## src/rtl/rdy_ack_packer_pkg.sv

```systemverilog
// Shared sizing helpers for the rdy/ack width-up packer family.
package rdy_ack_packer_pkg;

  function automatic int packed_width(input int n_m1, input int dw_m1);
    return (n_m1 + 1) * (dw_m1 + 1);
  endfunction

  // LSB position of slot k inside a packed word.
  function automatic int slot_lsb(input int k, input int dw_m1);
    return k * (dw_m1 + 1);
  endfunction

endpackage

```

## src/rtl/rdy_ack_out_reg.sv

```systemverilog
// Single-entry rdy/ack output holding register with a load port.
module rdy_ack_out_reg #(
  parameter int W_M1 = 31
) (
  input  logic        clk,
  input  logic        rst_n,
  input  logic        i_load,
  input  logic [W_M1:0] i_data,
  output logic        o_free,
  output logic        o_rdy,
  input  logic        o_ack,
  output logic [W_M1:0] o_data
);

  logic        r_rdy;
  logic [W_M1:0] r_data;

  // Free when empty or being drained this cycle, so reload is bubble-free.
  assign o_free = !r_rdy | o_ack;
  assign o_rdy  = r_rdy;
  assign o_data = r_data;

  always_ff @(posedge clk or negedge rst_n) begin
    if (!rst_n) begin
      r_rdy  <= 1'b0;
      r_data <= '0;
    end else if (i_load) begin
      r_rdy  <= 1'b1;
      r_data <= i_data;
    end else if (r_rdy && o_ack) begin
      r_rdy  <= 1'b0;
    end
  end

endmodule

```

## src/rtl/rdy_ack_packer.sv

```systemverilog
// Packs N narrow rdy/ack words into one wide word; i_last closes a word early.
module rdy_ack_packer
  import rdy_ack_packer_pkg::*;
#(
  parameter int DW_M1 = 8,
  parameter int N_M1  = 3,
  parameter int CW_M1 = 1
) (
  input  logic                             clk,
  input  logic                             rst_n,
  input  logic                             i_rdy,
  output logic                             i_ack,
  input  logic [DW_M1:0]                   i_data,
  input  logic                             i_last,
  output logic                             o_rdy,
  input  logic                             o_ack,
  output logic [(N_M1+1)*(DW_M1+1)-1:0]    o_data,
  output logic [CW_M1:0]                   o_cnt,
  output logic                             o_last,
  output logic                             busy
);

  localparam int DW = DW_M1 + 1;
  localparam int OW = packed_width(N_M1, DW_M1);
  localparam logic [CW_M1:0] LAST_IDX = N_M1[CW_M1:0];

  logic [CW_M1:0]    r_idx;
  logic              w_free;
  logic              w_accept;
  logic              w_done;
  logic [OW-1:0]     w_word;
  logic [OW+CW_M1+1:0] w_out;

  assign i_ack    = w_free;
  assign w_accept = i_rdy & w_free;
  assign w_done   = w_accept & ((r_idx == LAST_IDX) | i_last);
  assign busy     = (r_idx != '0);

  genvar gi;
  generate
    for (gi = 0; gi <= N_M1; gi++) begin : gen_slot
      localparam int SLOT_I = gi;
      localparam logic [CW_M1:0] SLOT = SLOT_I[CW_M1:0];
      logic [DW_M1:0] r_slot;

      // Current slot takes the live input; slots above it are forced to zero.
      assign w_word[slot_lsb(gi, DW_M1) +: DW] =
        (r_idx == SLOT) ? i_data : ((r_idx > SLOT) ? r_slot : '0);

      always_ff @(posedge clk or negedge rst_n) begin
        if (!rst_n) begin
          r_slot <= '0;
        end else if (w_done) begin
          r_slot <= '0;
        end else if (w_accept && (r_idx == SLOT)) begin
          r_slot <= i_data;
        end
      end
    end
  endgenerate

  always_ff @(posedge clk or negedge rst_n) begin
    if (!rst_n) begin
      r_idx <= '0;
    end else if (w_done) begin
      r_idx <= '0;
    end else if (w_accept) begin
      r_idx <= r_idx + 1'b1;
    end
  end

  rdy_ack_out_reg #(
    .W_M1 (OW + CW_M1 + 1)
  ) u_out (
    .clk    (clk),
    .rst_n  (rst_n),
    .i_load (w_done),
    .i_data ({i_last, r_idx, w_word}),
    .o_free (w_free),
    .o_rdy  (o_rdy),
    .o_ack  (o_ack),
    .o_data (w_out)
  );

  assign {o_last, o_cnt, o_data} = w_out;

endmodule

```

## config.mk

```make
export PLATFORM = sky130hd
export DESIGN_NAME = rdy_ack_packer
export DESIGN_NICKNAME = d
export VERILOG_FILES = /design/src/rtl/rdy_ack_packer_pkg.sv /design/src/rtl/rdy_ack_out_reg.sv /design/src/rtl/rdy_ack_packer.sv
export SDC_FILE = /design/constraint.sdc
export NUM_CORES = 1
export LEC_CHECK = 0
export BUFFER_PORTS_ARGS = -buffer_cell sky130_fd_sc_hd__buf_2
export CAP_MARGIN = 5
export CORE_MARGIN = 2
export CORE_UTILIZATION = 40
export CTS_BUF_LIST = sky130_fd_sc_hd__clkbuf_2 sky130_fd_sc_hd__clkbuf_4 sky130_fd_sc_hd__clkbuf_8
export CTS_CLUSTER_SIZE = 30
export DETAILED_ROUTE_END_ITERATION = 10
export GPL_TIMING_DRIVEN = 0
export SLEW_MARGIN = 25
export SYNTH_ARGS = -nofsm -noshare
export SYNTH_HDL_FRONTEND = slang
export SYNTH_SLANG_ARGS = --single-unit
```

## constraint.sdc

```tcl
create_clock -name clk -period 4.22 [get_ports clk]
set_input_delay 0.844 -clock clk [delete_from_list [all_inputs] [get_ports clk]]
set_output_delay 0.844 -clock clk [all_outputs]
set_load 0.01 [all_outputs]
```

==> summary.md <==
| Metric | Value |
|---|---|
| Max stage delay cell, worst path | clkbuf_1 |
| Final worst-path cycle share | 0.6820 |
| MaxCap Viol Count | 0 |
| Filler cells | 690 |
| Port-buffer cells | 55 |
| Die height | 90.28 um |
| Gp weighted congestion | 0.7576 |
| Seq/Total Area, Yosys | 0.5798 |
| Worst Path Buf+Inv | 5 |
| Final hold slack | 455.8 ps |
| Max-slew violation count | 0 |
| Rel. slew slack | 0.6202 |
| Largest net degree at the start of global routing | 39 |
| Resize count post-CTS | 0 |
| Initial drt markers | 64 |
| Post-Syn Area | 0.002978 mm^2 |
| # setup viols final | 0 |
| P&R area growth vs syn | 20.38% |
| Commonest cells after routing, fill and taps aside | dfrtp_1, buf_2, a22o_1 |
| CTS tree | yes |
| Initial core utilization | 0.4128 |
| Worst EP arrival | 2030 ps |
| Reg2Reg Depth | 6 |
| Placed Cells | 378 |
| CTS Sinks | 69 |
| Site row count | 31 |
| CP top delay family | buffers and inverters |
| Total GRT Usage | 0.1754 |
| DRC | 0 |
| Max FO, Critical Path | 10 |
| Setup bufs post-CTS | 0 |
| Max rail drop VDD | 252.5 uV |
| Antenna violations before repair | 0 |
| Synthesized flop and latch total | 69 |
| CP max stage delay | 460 ps |
| # nets final | 308 |
| # diodes | 0 |
| IO Pins | 56 |
| Critical path, cell by cell | clkbuf_1 > inv_1 > ha_1 > clkbuf_1 > inv_1 > buf_2 |
| Syn Nets | 241 |
| CP required | 3380 ps |
| Syn Inst Count | 223 |
| CTS Hold Bufs | 0 |
| Distinct cells, synth | 25 |
| Achievable clock frequency | 0.3474 GHz |
| Final cell count without fillers | 393 |
| Crit end category | primary output |
| Post-route ant nets | 0 |
| Commonest non-fill, non-tap cell in the layout | dfrtp_1 |
| Startpoint Class | flip-flop |
| Wire per inst | 16.96 um |
| Average size of a mapped cell | 13.35 um^2 |
| Core box area | 0.007214 mm^2 |
| Reg clk slew, reported paths | 70 ps |
| CTS Root Cell | clkbuf_8 |
| Number of synthesis warnings | 0 |
| Initial DRT Pass Iterations | 4 |
| Vias in the first global route | 1,879 |
| Reg2reg end | u_out.o_data[1] |
| Critical Path Start | r_idx[1] |
| RSZ-0062 raised after global routing | no |
| Congestion Overflow GR | 0 |
| Die area | 0.008150 mm^2 |
| Via density per instance | 5.214 |
| Reg2reg start | r_idx[1] |
| Run status | completed |
| Clk_lat worst skew | 350 ps |
| Hpwl dp | 4381 um |
| Min Tclk post-route | 2878 ps |
| Pwr dens | 525.6 mW/mm^2 |
| DR vias | 2,049 |
| Leakage power | 1.846 nW |
| Final hold vios | 0 |
| Die W | 90.28 um |
| Setup tns final | 0 ps |
| First-pass GRT wire length | 10,810 um |
| WS Path Type | flip-flop to primary output |
| Num CTS Buffers | 9 |
| Share of layout cells above drive strength 1 | 0.4218 |
| H-tree lvl count | 3 |
| R2r setup slk | 2000 ps |
| Skew final | 8.282 ps |
| Least-Margin Pin Slew | 569.8 ps |
| Post-Route WL | 6664 um |
| Max clock buf depth | 2 |
| HP Class | primary input to async pin |
==> worst register-to-register path, stage by stage (launching register included) <==
cell	delay, ps
dfrtp_1	400
clkbuf_1	230
inv_1	160
ha_1	200
clkbuf_1	460
mux2_2	390
mux2_2	260
==> final cells by class <==
cell class | instances | area, um^2 | area share
Sequential cell | 69 | 1727 | 0.4817
Multi-Input combinational cell | 133 | 1140 | 0.3180
Timing Repair Buffer | 56 | 297.8 | 0.08307
Clock buffer | 14 | 180.2 | 0.05026
Tap cell | 99 | 123.9 | 0.03456
Buffer | 17 | 96.34 | 0.02688
Inverter | 4 | 15.01 | 0.004188
Clock inverter | 1 | 5.005 | 0.001396
==> worst max path at each step <==
stage	cells past startpoint	slack, ps	end
6_report	6	1340	busy
5_1_grt	6	1170	busy
4_1_cts	6	1280	busy
3_5_place_dp	6	1670	busy
3_3_place_gp	6	1660	busy
2_1_floorplan	5	2070	busy
==> flip-flops by register name (all words and copies together) (netlist names) <==
register,count
u_out.o_rdy,1
gen_slot.r_slot,27
u_out.o_data,39
r_idx,2
==> through the flow <==
step | utilization | total power [mW] | instance area (um^2) | worst slack (ps)
final | 0.4969 | 1.884 | 3585 | 1342
after global routing | 0.4969 | 2.001 | 3585 | 1167
after CTS | 0.4969 | 1.908 | 3585 | 1280
after detailed placement | 0.4712 | 1.400 | 3400 | 1666
after global placement | 0.4681 | 1.389 | 3377 | 1662
after floorplan | - | 1.203 | 2978 | 2067
==> kinds of logic (layout without fill, tap and decap cells) <==
family | Yosys count | in the layout | synth area share
buf+inv | 21 | 92 | 0.03739
simple gates | 29 | 29 | 0.04832
compound gates | 62 | 62 | 0.1727
flops | 69 | 69 | 0.5798
fa+ha+maj | 4 | 4 | 0.01681
mux | 38 | 38 | 0.1450
==> power breakdown <==
group	internal (mW)	total, mW	switching (mW)
Clock	0.271	0.504	0.233
Combinational	0.252	0.508	0.256
Sequential	0.802	0.872	0.0699
Total	1.33	1.88	0.559
==> cells in the mapped netlist, drive strengths merged <==
library cell  instances  share of area
nand2                17          0.021
o211ai                3          0.013
nor2                  2         0.0025
nor2b                 2         0.0042
a21oi                 2         0.0034
nand3                 2         0.0050
mux2                 38           0.14
nand2b                1         0.0021
o21ai                 9          0.015
or2                   1         0.0021
ha                    4          0.017
clkbuf                6         0.0076
and3                  1         0.0021
and4                  3         0.0088
a31o                  1         0.0029
buf                  11          0.025
a41o                  1         0.0034
dfrtp                69           0.58
inv                   4         0.0050
a22o                 46           0.14
==> routing by layer <==
layer | wire length [um] | GRT usage | vias to the layer above
met3 | 410 | 0.04174 | 8
met4 | 95 | 0.08590 | 0
met2 | 2977 | 0.2406 | 67
met5 | 0 | 0 | -
li1 | - | - | 956
met1 | 3181 | 0.2601 | 1018
(Power assumes the default switching activity.)
